File: config.mk
export PLATFORM = sky130hd
export DESIGN_NAME = i2s_tx
export DESIGN_NICKNAME = d
export VERILOG_FILES = /design/src/rtl/i2s_pkg.sv /design/src/rtl/i2s_clk_gen.sv /design/src/rtl/i2s_tx.sv
export SDC_FILE = /design/constraint.sdc
export NUM_CORES = 1
export LEC_CHECK = 0
export CORE_MARGIN = 3
export CORE_UTILIZATION = 53
export CTS_CLUSTER_DIAMETER = 80
export DETAILED_ROUTE_END_ITERATION = 7
export GPL_ROUTABILITY_DRIVEN = 0
export PLACE_DENSITY = 0.85
export SLEW_MARGIN = 20
export SYNTH_ARGS = -nofsm -noshare
export SYNTH_HDL_FRONTEND = slang
export SYNTH_SLANG_ARGS = --single-unit
export TNS_END_PERCENT = 50
File: constraint.sdc
create_clock -name ACLK -period 4.2 [get_ports ACLK]
set_input_delay 0.42 -clock ACLK [delete_from_list [all_inputs] [get_ports ACLK]]
set_output_delay 0.42 -clock ACLK [all_outputs]
set_load 0.005 [all_outputs]
File: src/rtl/i2s_pkg.sv
// Shared I2S framing constants and helpers, used by both the transmit and receive stages.
package i2s_pkg;

    localparam int   SLOT_W     = 32;
    localparam int   FRAME_BITS = 64;
    localparam int   FCNT_W     = 6;
    localparam logic LR_LEFT    = 1'b0;
    localparam logic LR_RIGHT   = 1'b1;

    typedef logic [FCNT_W-1:0]     fcnt_t;
    typedef logic [FRAME_BITS-1:0] frame_t;

    // Word select runs one bit ahead of the data: it goes right on the last left bit.
    function automatic logic lr_for_fcnt(input fcnt_t f);
        return (f >= fcnt_t'(SLOT_W - 1) && f <= fcnt_t'(FRAME_BITS - 2)) ? LR_RIGHT : LR_LEFT;
    endfunction

endpackage

File: src/rtl/i2s_clk_gen.sv
// Clock generator for the I2S transmitter: MCLK = ACLK/2, BCLK = ACLK/(2*BCLK_DIV),
// plus a one-cycle strobe in the cycle BCLK is driven from 1 to 0.
module i2s_clk_gen #(
    parameter int BCLK_DIV = 4
) (
    input  logic i_aclk,
    input  logic i_arst,
    output logic o_mclk,
    output logic o_bclk,
    output logic o_bclk_fall
);

    localparam int DIV_W = (BCLK_DIV > 1) ? $clog2(BCLK_DIV) : 1;

    logic [DIV_W-1:0] r_div;
    logic             r_mclk;
    logic             r_bclk;
    logic             w_tc;

    assign w_tc = (r_div == DIV_W'(BCLK_DIV - 1));

    always_ff @(posedge i_aclk or posedge i_arst) begin
        if (i_arst) begin
            r_div  <= '0;
            r_mclk <= 1'b0;
            r_bclk <= 1'b0;
        end else begin
            r_mclk <= ~r_mclk;
            if (w_tc) begin
                r_div  <= '0;
                r_bclk <= ~r_bclk;
            end else begin
                r_div <= r_div + 1'b1;
            end
        end
    end

    assign o_mclk      = r_mclk;
    assign o_bclk      = r_bclk;
    assign o_bclk_fall = w_tc & r_bclk;

endmodule

File: src/rtl/i2s_tx.sv
// I2S master transmitter: single-entry holding register on a valid/ready handshake,
// serialised MSB-first in 64-BCLK Philips frames with left-justified, zero-padded slots.
module i2s_tx
    import i2s_pkg::*;
#(
    parameter int DATA_W   = 24,
    parameter int BCLK_DIV = 4
) (
    input  logic              ACLK,
    input  logic              ARST,
    input  logic [DATA_W-1:0] DIN_L,
    input  logic [DATA_W-1:0] DIN_R,
    input  logic              DIN_VALID,
    output logic              DIN_READY,
    output logic              MCLK,
    output logic              BCLK,
    output logic              LRCLK,
    output logic              DOUT,
    output logic              UNDERRUN
);

    logic              w_fall;
    logic              w_load;
    logic              w_accept;
    fcnt_t             w_fcnt_nxt;
    frame_t            w_frame;
    logic [SLOT_W-1:0] w_slot_l;
    logic [SLOT_W-1:0] w_slot_r;

    fcnt_t             r_fcnt;
    frame_t            r_shift;
    logic [DATA_W-1:0] r_hold_l;
    logic [DATA_W-1:0] r_hold_r;
    logic              r_hold_full;
    logic              r_lrclk;
    logic              r_dout;
    logic              r_underrun;

    i2s_clk_gen #(
        .BCLK_DIV (BCLK_DIV)
    ) u_clk_gen (
        .i_aclk      (ACLK),
        .i_arst      (ARST),
        .o_mclk      (MCLK),
        .o_bclk      (BCLK),
        .o_bclk_fall (w_fall)
    );

    assign w_slot_l   = SLOT_W'(r_hold_l) << (SLOT_W - DATA_W);
    assign w_slot_r   = SLOT_W'(r_hold_r) << (SLOT_W - DATA_W);
    assign w_frame    = {w_slot_l, w_slot_r};
    assign w_fcnt_nxt = r_fcnt + fcnt_t'(1);
    assign w_load     = w_fall & (r_fcnt == fcnt_t'(FRAME_BITS - 1));
    assign w_accept   = DIN_VALID & ~r_hold_full;

    // FCNT starts at 63 so the very first fall after reset opens a frame.
    always_ff @(posedge ACLK or posedge ARST) begin
        if (ARST) begin
            r_fcnt     <= fcnt_t'(FRAME_BITS - 1);
            r_shift    <= '0;
            r_lrclk    <= LR_LEFT;
            r_dout     <= 1'b0;
            r_underrun <= 1'b0;
        end else begin
            r_underrun <= 1'b0;
            if (w_fall) begin
                r_fcnt  <= w_fcnt_nxt;
                r_lrclk <= lr_for_fcnt(w_fcnt_nxt);
                if (w_load) begin
                    if (r_hold_full) begin
                        r_dout  <= w_frame[FRAME_BITS-1];
                        r_shift <= w_frame << 1;
                    end else begin
                        r_dout     <= 1'b0;
                        r_shift    <= '0;
                        r_underrun <= 1'b1;
                    end
                end else begin
                    r_dout  <= r_shift[FRAME_BITS-1];
                    r_shift <= r_shift << 1;
                end
            end
        end
    end

    // Accept only happens while empty, so it can never collide with a load that drains the hold.
    always_ff @(posedge ACLK or posedge ARST) begin
        if (ARST) begin
            r_hold_full <= 1'b0;
            r_hold_l    <= '0;
            r_hold_r    <= '0;
        end else if (w_accept) begin
            r_hold_full <= 1'b1;
            r_hold_l    <= DIN_L;
            r_hold_r    <= DIN_R;
        end else if (w_load) begin
            r_hold_full <= 1'b0;
        end
    end

    assign DIN_READY = ~r_hold_full;
    assign LRCLK     = r_lrclk;
    assign DOUT      = r_dout;
    assign UNDERRUN  = r_underrun;

endmodule
Yosys cells after proc, flatten, opt, wreduce, memory -nomap -nowiden
Index checks and enable logic that the tools add are counted.

Multiplexer cells: 11. $lt $le $gt $ge: 2. Add/subtract/negate cells: 2. Reductions and logical operators: 2. Equality and inequality tests: 2. Bitwise logic cells: 6.

Operator list (count): two-way mux 64 bit (2); two-way mux 1 bit (8); adder 6 x 1 -> 6 bit, second input constant (1); equality test 6 bit, second input constant (1); >= comparator 6 x 5 -> 1 bit, second input constant (1); less-or-equal comparator 6 bit, second input constant (1); bitwise AND 1 bit (3); inverter 1 bit (3); adder 2 x 1 -> 2 bit, second input constant (1); equality test 2 bit, second input constant (1); two-way mux 2 bit (1); nonzero test 2 bit (1); logical AND 1 bit (1).

Output and inout port bits: 6. Bits of input ports: 51. Bits in registers: 126.

Longest topological paths before layout
Gate-level depths: netlist of run 1.

Depth in word-level cells: 5. Depth in mapped cells: 6. Depth with buffers taken out: 5.

Cells and area by module
A second synthesis of run 1 with hierarchy kept.

Cells, all modules: 451. Area, all modules: 4941.0 um^2.

Modules (own cells, without submodules): i2s_tx (sequential area each 2835.2 um^2, times used 1, cells each 441, area an instance 4800.9 um^2); i2s_clk_gen (sequential area each 100.1 um^2, times used 1, cells each 10, area an instance 140.1 um^2).

Least setup slack after synthesis of run 1
OpenSTA, ideal clock, no wires.

Kind: register to register. From: reg r_fcnt[1]. To: reg r_shift[28]. Library setup time: 0.082 ns. Slack: 2.640 ns. Data required time: 4.118 ns. Data arrival time: 1.478 ns. Cell stages (with the launch flop): 7. Clock period less this slack: 1.560 ns. Buffers on the path: 2. Path through: dfstp_2 -> ha_1 -> and3_4 -> buf_8 -> buf_6 -> nand3_1 -> a31oi_1.

Cells in the longest elaborated chain, start to end: 3.

RTL lines: start: declaration (line i2s_tx.sv:30) `fcnt_t r_fcnt;`; start signal: assignment (line i2s_tx.sv:59) `r_fcnt <= fcnt_t'(FRAME_BITS - 1);`; start signal: assignment (line i2s_tx.sv:67) `r_fcnt <= w_fcnt_nxt;`; equality test 6 bit (line i2s_tx.sv:53) `assign w_load = w_fall & (r_fcnt == fcnt_t'(FRAME_BITS - 1));`; bitwise AND 1 bit (line i2s_tx.sv:53); two-way mux 64 bit (line i2s_tx.sv:69) `if (w_load) begin`; end signal: assignment (line i2s_tx.sv:72) `r_shift <= w_frame << 1;`; end signal: assignment (line i2s_tx.sv:80) `r_shift <= r_shift << 1;`; end: declaration (line i2s_tx.sv:31) `frame_t r_shift;`.

Every way passes these cells. A chain may end at the register's enable or synchronous reset.

Final worst setup path of run 1
From: reg r_hold_full. To: reg r_hold_l[23].

Cells in the longest elaborated chain, start to end: 2.

RTL lines: start: declaration (line i2s_tx.sv:34) `logic r_hold_full;`; start signal: assignment (line i2s_tx.sv:89) `r_hold_full <= 1'b0;`; start signal: assignment (line i2s_tx.sv:93) `r_hold_full <= 1'b1;`; start signal: assignment (line i2s_tx.sv:97) `r_hold_full <= 1'b0;`; inverter 1 bit (line i2s_tx.sv:54) `assign w_accept = DIN_VALID & ~r_hold_full;`; bitwise AND 1 bit (line i2s_tx.sv:54); end signal: assignment (line i2s_tx.sv:90) `r_hold_l <= '0;`; end signal: assignment (line i2s_tx.sv:94) `r_hold_l <= DIN_L;`; end: declaration (line i2s_tx.sv:32) `logic [DATA_W-1:0] r_hold_l;`.

Every way passes these cells.

==> flow_summary.json, run 1 <==
{
  "dp_hpwl_um": 5990,
  "critical_path_class": "register to register",
  "insertedDiodeCount": 0,
  "cts.root.buffer_cell": "clkbuf_8",
  "netlist_area_mm2": 0.00498,
  "post_cts_resize_count": 0,
  "die_y_um": 103,
  "skew_ps": 8.82,
  "portBuffers": 56,
  "arrival_ps": 2890,
  "ctsHoldBuffers": 0,
  "peakVddDrop_uv": 292,
  "setup_viol": 0,
  "initial_core_util_pct": 55.7,
  "min_path_type": "input pin to asynchronous set/reset pin",
  "worstPathMaxFanout": 53,
  "fin_nets": 557,
  "grt_use_total_pct": 22.0,
  "slew_headroom_pct": 30.7,
  "tns_ps": 0,
  "worst_slack_ps": 1700,
  "die_w_um": 103,
  "ant_nets": 0,
  "wl_um": 10700,
  "max_freq_mhz": 400,
  "rsz0062_at_grt": "no",
  "drtPass1Iterations": 6,
  "synth-edff-count": 0,
  "worstMarginPinSlew_ps": 1040,
  "path_clk_slew_ps": 60,
  "core-area_mm2": 0.00893,
  "multiInputGateArea_mm2": 0.00184,
  "grt_pass1_wl_um": 17800,
  "worstPathRequired_ps": 4590,
  "syn_to_final_growth_pct": 22.7,
  "ys_seq_area_share_pct": 59.0,
  "syn_area_per_cell_um2": 10.8,
  "synth-seq-cells": 117,
  "grt_max_degree": 111,
  "endpoint_kind": "register",
  "clkLatencyLatePin_ps": 510,
  "synth_ff_type": "dfrtp_1",
  "avgRoutedWirePerCell_um": 17.1,
  "maxSlewViolCount": 0,
  "synthCells": 460,
  "clock-sinks": 117,
  "reg2reg_to": "r_hold_l[23]",
  "drive_gt1_share_pct": 18.1,
  "yosys_warnings": 0,
  "cts_buffer_depth": 2,
  "post-route-period-util_pct": 59.6,
  "io_pins": 57,
  "overflow": 0,
  "max_cap_viol_count": 0,
  "synth_nets": 515,
  "place_ws_ps": 1650,
  "cts_made_buffers": 17,
  "hold_violations": 0,
  "status": "completed",
  "htree_num_levels": 4,
  "antenna_found_initial": 0,
  "synth_top_area_share_pct": 55.8,
  "dieArea_mm2": 0.0106,
  "rr_worst_depth": 3,
  "std_cell_rows": 34,
  "async_flop_share_pct": 100,
  "vias_per_cell": 5.80,
  "critPathLaunchType": "register",
  "placed_cells": 591,
  "p_leak_nw": 2.57,
  "register_area_mm2": 0.00294,
  "post_cts_buffers": 0,
  "ys_top_cells_by_area": "dfrtp_1, mux2_2, a31oi_1, nand2_1, nand3_1",
  "cts_tree": "yes",
  "synth.distinct_cells": 32,
  "drt_iter0_drc": 330,
  "yosysTopAreaCell": "dfrtp_1",
  "drc": 0,
  "powerDensity_mw_per_mm2": 453,
  "num_vias": 3614,
  "n_fill_cell": 591,
  "final_period_minus_worst_setup_slack_ps": 2500,
  "rr_startpoint": "r_hold_full",
  "regToRegSetupSlack_ps": 1700,
  "grt_pass1_vias": 3597,
  "fin_cells": 623
}
## area by class of cell
type                            count  area share, %
Timing Repair Buffer               58           9.43
Sequential cell                   117           48.1
Multi-Input combinational cell    302           30.1
Clock inverter                     10           2.09
Tap cell                          108           2.21
Inverter                            6          0.451
Clock buffer                       22           7.58
## metal layers
layer	vias up	global-route usage (%)	routed length, µm	part of all wire (%)
li1	1680	-	-	-
met1	1799	28.5	4350	41
met2	118	35.8	5630	53
met3	17	5.48	540	5.1
met4	0	8.47	155	1.5
met5	-	0	0	0
## Yosys cell counts, types with 2 or more instances
cell type	number
xnor2_1	6
a31oi_1	48
nand3_1	50
mux2_2	48
clkbuf_1	14
inv_1	6
nand2_1	69
nand4_1	4
buf_2	14
buf_6	4
ha_1	4
dfrtp_1	111
o21ai_0	9
nor2_1	49
xor2_1	2
dfstp_2	6
## where the power goes
part / internal, mW / switching, mW / leakage (nW)
registers: 1.18 / 0.0304 / 1.52
logic: 0.0802 / 0.0417 / 0.749
clock network: 0.944 / 0.486 / 0.294
## cells in the final DEF, fill, tap and decap left out, types with 2 or more instances in the layout
| master | synthesis | layout |
|---|---|---|
| clkbuf_8 | 0 | 4 |
| nand3_1 | 50 | 49 |
| xor2_1 | 2 | 2 |
| nand4_1 | 4 | 4 |
| dfrtp_1 | 111 | 110 |
| ha_1 | 4 | 4 |
| nor2_1 | 49 | 49 |
| bufinv_16 | 0 | 3 |
| clkbuf_16 | 0 | 16 |
| nand2_1 | 69 | 69 |
| dfstp_2 | 6 | 6 |
| clkdlybuf4s50_1 | 0 | 56 |
| buf_4 | 1 | 2 |
| xnor2_1 | 6 | 6 |
| clkinv_2 | 0 | 6 |
| inv_1 | 6 | 5 |
| mux2_2 | 48 | 48 |
| a31oi_1 | 48 | 48 |
| clkbuf_1 | 14 | 2 |
| o21ai_0 | 9 | 9 |
## critical path, stage by stage (launching register included)
cell and delay, ps:
dfrtp_2 750, nor2b_4 810, buf_4 410, mux2_2 380
## cell families (layout without fill, tap and decap cells)
family                     count (synthesis)  after routing  share of synthesized area (%)
AOI/OAI and AO/OA                         63             63                           7.87
adders and majority gates                  4              4                           1.01
buffers and inverters                     41             96                           4.35
xor gates and xnor gates                   8              8                           1.41
muxes                                     48             48                           10.9
and+or+nand+nor                          179            179                           15.5
DFF                                      117            117                           59.0
## flip-flops by register name, summed over array words and instances (netlist names), 2 cells and up
name	cells
r_shift	55
r_fcnt	6
r_hold_r	24
u_clk_gen.r_div	2
r_hold_l	24
## worst max path at each step
stage                      startpoint            to  slack [ps]  cells after the start
after floorplan                  ARST          DOUT         690                      1
after global placement      DIN_VALID   r_hold_r[3]        1710                      4
after detailed placement    DIN_VALID  r_hold_l[23]        1650                      4
after CTS                 r_hold_full  r_hold_l[23]        1680                      3
after global routing      r_hold_full     DIN_READY        1540                      2
final                     r_hold_full  r_hold_l[23]        1700                      3
## metrics by stage
step	power [mW]	utilization, %	hold slack [ps]	cell area, µm²
2_1_floorplan	1.28	-	403	4980
3_3_place_gp	1.35	61.7	415	5510
3_5_place_dp	1.35	61.7	418	5510
4_1_cts	2.78	68.3	427	6100
5_1_grt	2.85	68.3	444	6100
6_report	2.76	68.3	415	6100
No activity file was read; power rests on OpenSTA's default activity.
==> run 2: changes to the inputs <==
--- a/config.mk
+++ b/config.mk
@@ -6,11 +6,11 @@
 export NUM_CORES = 1
 export LEC_CHECK = 0
 export CORE_MARGIN = 3
-export CORE_UTILIZATION = 53
+export CORE_UTILIZATION = 50
 export CTS_CLUSTER_DIAMETER = 80
 export DETAILED_ROUTE_END_ITERATION = 7
 export GPL_ROUTABILITY_DRIVEN = 0
-export PLACE_DENSITY = 0.85
+export PLACE_DENSITY = 0.84
 export SLEW_MARGIN = 20
 export SYNTH_ARGS = -nofsm -noshare
 export SYNTH_HDL_FRONTEND = slang
==> constraint.sdc (replaced) <==
create_clock -name ACLK -period 2.3 [get_ports ACLK]
set_input_delay 0.23 -clock ACLK [delete_from_list [all_inputs] [get_ports ACLK]]
set_output_delay 0.23 -clock ACLK [all_outputs]
set_load 0.005 [all_outputs]
==> run 2 against run 1 <==
Compared with the run above:
- routed wire length down 4.8%
- setup slack got worse by 1400 ps
- flip-flop and latch count unchanged
- count of clock-buffer cells in the layout is 5 lower
- sequential power is 83% higher
- clock power up 92%
- design area increased by 2.0%
- non-clock buffer count grew 4
- sequential share of layout area decreased by 0.93 points
- fmax is 26% higher
- die area rose by 5.6%
- combinational power rose by 84%
- critical path type unchanged
==> flow_summary.json, run 2 (same netlist as run 1, synthesis figures left out) <==
{
  "status": "completed",
  "place_area_mm2": 0.00561,
  "syn_to_final_growth_pct": 25.1,
  "regMostFlops": "r_shift",
  "finalPower_mw": 5.18,
  "rsz0062_at_grt": "no",
  "comb_power_share_pct": 4.3,
  "place_ws_ps": 337,
  "p_switching_mw": 1.11,
  "die_y_um": 106,
  "overflow": 0,
  "std_cell_rows": 35,
  "arrival_ps": 2420,
  "grt_pass1_wl_um": 17200,
  "die_w_um": 106,
  "path_clk_slew_ps": 60,
  "final_common_cell": "dfrtp_1",
  "final_period_minus_worst_setup_slack_ps": 1980,
  "avgRoutedWirePerCell_um": 15.7,
  "tns_ps": 0,
  "cts_buffer_depth": 2,
  "slowest_delay_ps": 620,
  "skew_ps": 6.96,
  "drtPass1Iterations": 5,
  "worstPathCellList": "ha_1 -> and3_4 -> nand3_1 -> a31oi_1",
  "reg_top3": "r_shift x55, r_hold_l x24, r_hold_r x24",
  "slew_headroom_pct": 60.4,
  "grt_use_total_pct": 19.3,
  "critPathLaunchType": "register",
  "grt_pass1_vias": 3592,
  "dp_hpwl_um": 6040,
  "insertedDiodeCount": 0,
  "worst_path_max_delay_cell": "dfstp_2",
  "hold_violations": 0,
  "drt_iter0_drc": 279,
  "ctsHoldBuffers": 0,
  "clock-sinks": 117,
  "drive_gt1_share_pct": 19.1,
  "design_area_mm2": 0.00622,
  "fin_nets": 561,
  "dieArea_mm2": 0.0112,
  "pwr-share-seq_pct": 42.8,
  "grt_max_degree": 118,
  "worstMarginPinSlew_ps": 593,
  "antenna_found_initial": 0,
  "vias_per_cell": 5.58,
  "hold_ws_ps": 235,
  "post_cts_resize_count": 0,
  "core-area_mm2": 0.00946,
  "maxSlewViolCount": 0,
  "p_clk_share_pct": 52.8,
  "cts.root.buffer_cell": "clkbuf_8",
  "post_cts_buffers": 0,
  "largest_register_ff_count": 55,
  "worst_slack_ps": 316,
  "powerDensity_mw_per_mm2": 833,
  "cts_made_buffers": 17,
  "critical_path_class": "register to register",
  "num_vias": 3617,
  "htree_num_levels": 4,
  "min_path_type": "input pin to asynchronous set/reset pin",
  "mostFrequentLayoutCells": "dfrtp_1, nand2_1, clkdlybuf4s50_1",
  "fin_cells": 648,
  "p_leak_nw": 2.59,
  "crit_family": "simple AND/OR/NAND/NOR gates",
  "wl_um": 10200,
  "drc": 0,
  "initial_core_util_pct": 52.6,
  "max_freq_mhz": 504,
  "clkLatencyLatePin_ps": 520,
  "worstPathRequired_ps": 2740,
  "io_pins": 57,
  "worstPathMaxFanout": 56,
  "final_util_pct": 65.8,
  "placed_cells": 616,
  "p_int_mw": 4.07,
  "switching_share_pct": 21.4,
  "cp_num_buf_inv": 0,
  "ant_nets": 0,
  "cts_tree": "yes",
  "portBuffers": 56,
  "max_cap_viol_count": 0,
  "endpoint_kind": "register",
  "peakVddDrop_uv": 421,
  "setup_viol": 0,
  "post-route-period-util_pct": 86.3
}
-- run 2: cell count changes in the layout (fill, tap and decap cells not counted), sizes merged --
cell,change
buf,+4
bufinv,+1
clkbuf,-5
clkinv,-2
clkinvlp,+4
inv,+2
-- run 2: power groups by stage --
stage               Combinational, mW  Clock, mW  Sequential [mW]
CTS                             0.230       2.77             2.22
global placement                0.219          0             2.25
detailed placement              0.227          0             2.25
finish                          0.225       2.74             2.22
floorplan                       0.116          0             2.23
global route                    0.247       2.86             2.23
-- run 2: worst register-to-register path: cells and delay by family, from the launching register on --
kind                       cells  cell delay, ps
AOI/OAI and AO/OA              1             200
adders and majority gates      1             300
DFF                            1             620
and+or+nand+nor                2             790
-- run 2: metal layers --
metal / routed length [µm] / GRT usage (%)
met2: 5180 / 32.0
met1: 4310 / 24.1
met3: 484 / 5.51
met4: 186 / 7.40
met5: 0 / 0
-- run 2: path summary, 6_finish.rpt --
check / start / endpoint / slack (ps) / cells after the start
worst max-delay path: r_fcnt[1] / r_shift[61] / 320 / 4
worst min-delay path: ARST / u_clk_gen.o_mclk / 240 / 3
worst max register to register: r_fcnt[1] / r_shift[61] / 320 / 4
worst min register to register: u_clk_gen.o_mclk / u_clk_gen.o_mclk / 420 / 1
max in group asynchronous: ARST / r_hold_full / 1610 / 3
min in group ACLK: DIN_L[8] / r_hold_l[8] / 320 / 2
-- run 2: area by class of cell --
| cell class | count | area (µm²) |
|---|---|---|
| Clock inverter | 15 | 204 |
| Clock buffer | 17 | 414 |
| Sequential cell | 117 | 2940 |
| Fill cell | 698 | 3230 |
| Multi-Input combinational cell | 302 | 1840 |
| Inverter | 6 | 26.3 |
| Tap cell | 129 | 161 |
| Timing Repair Buffer | 62 | 643 |
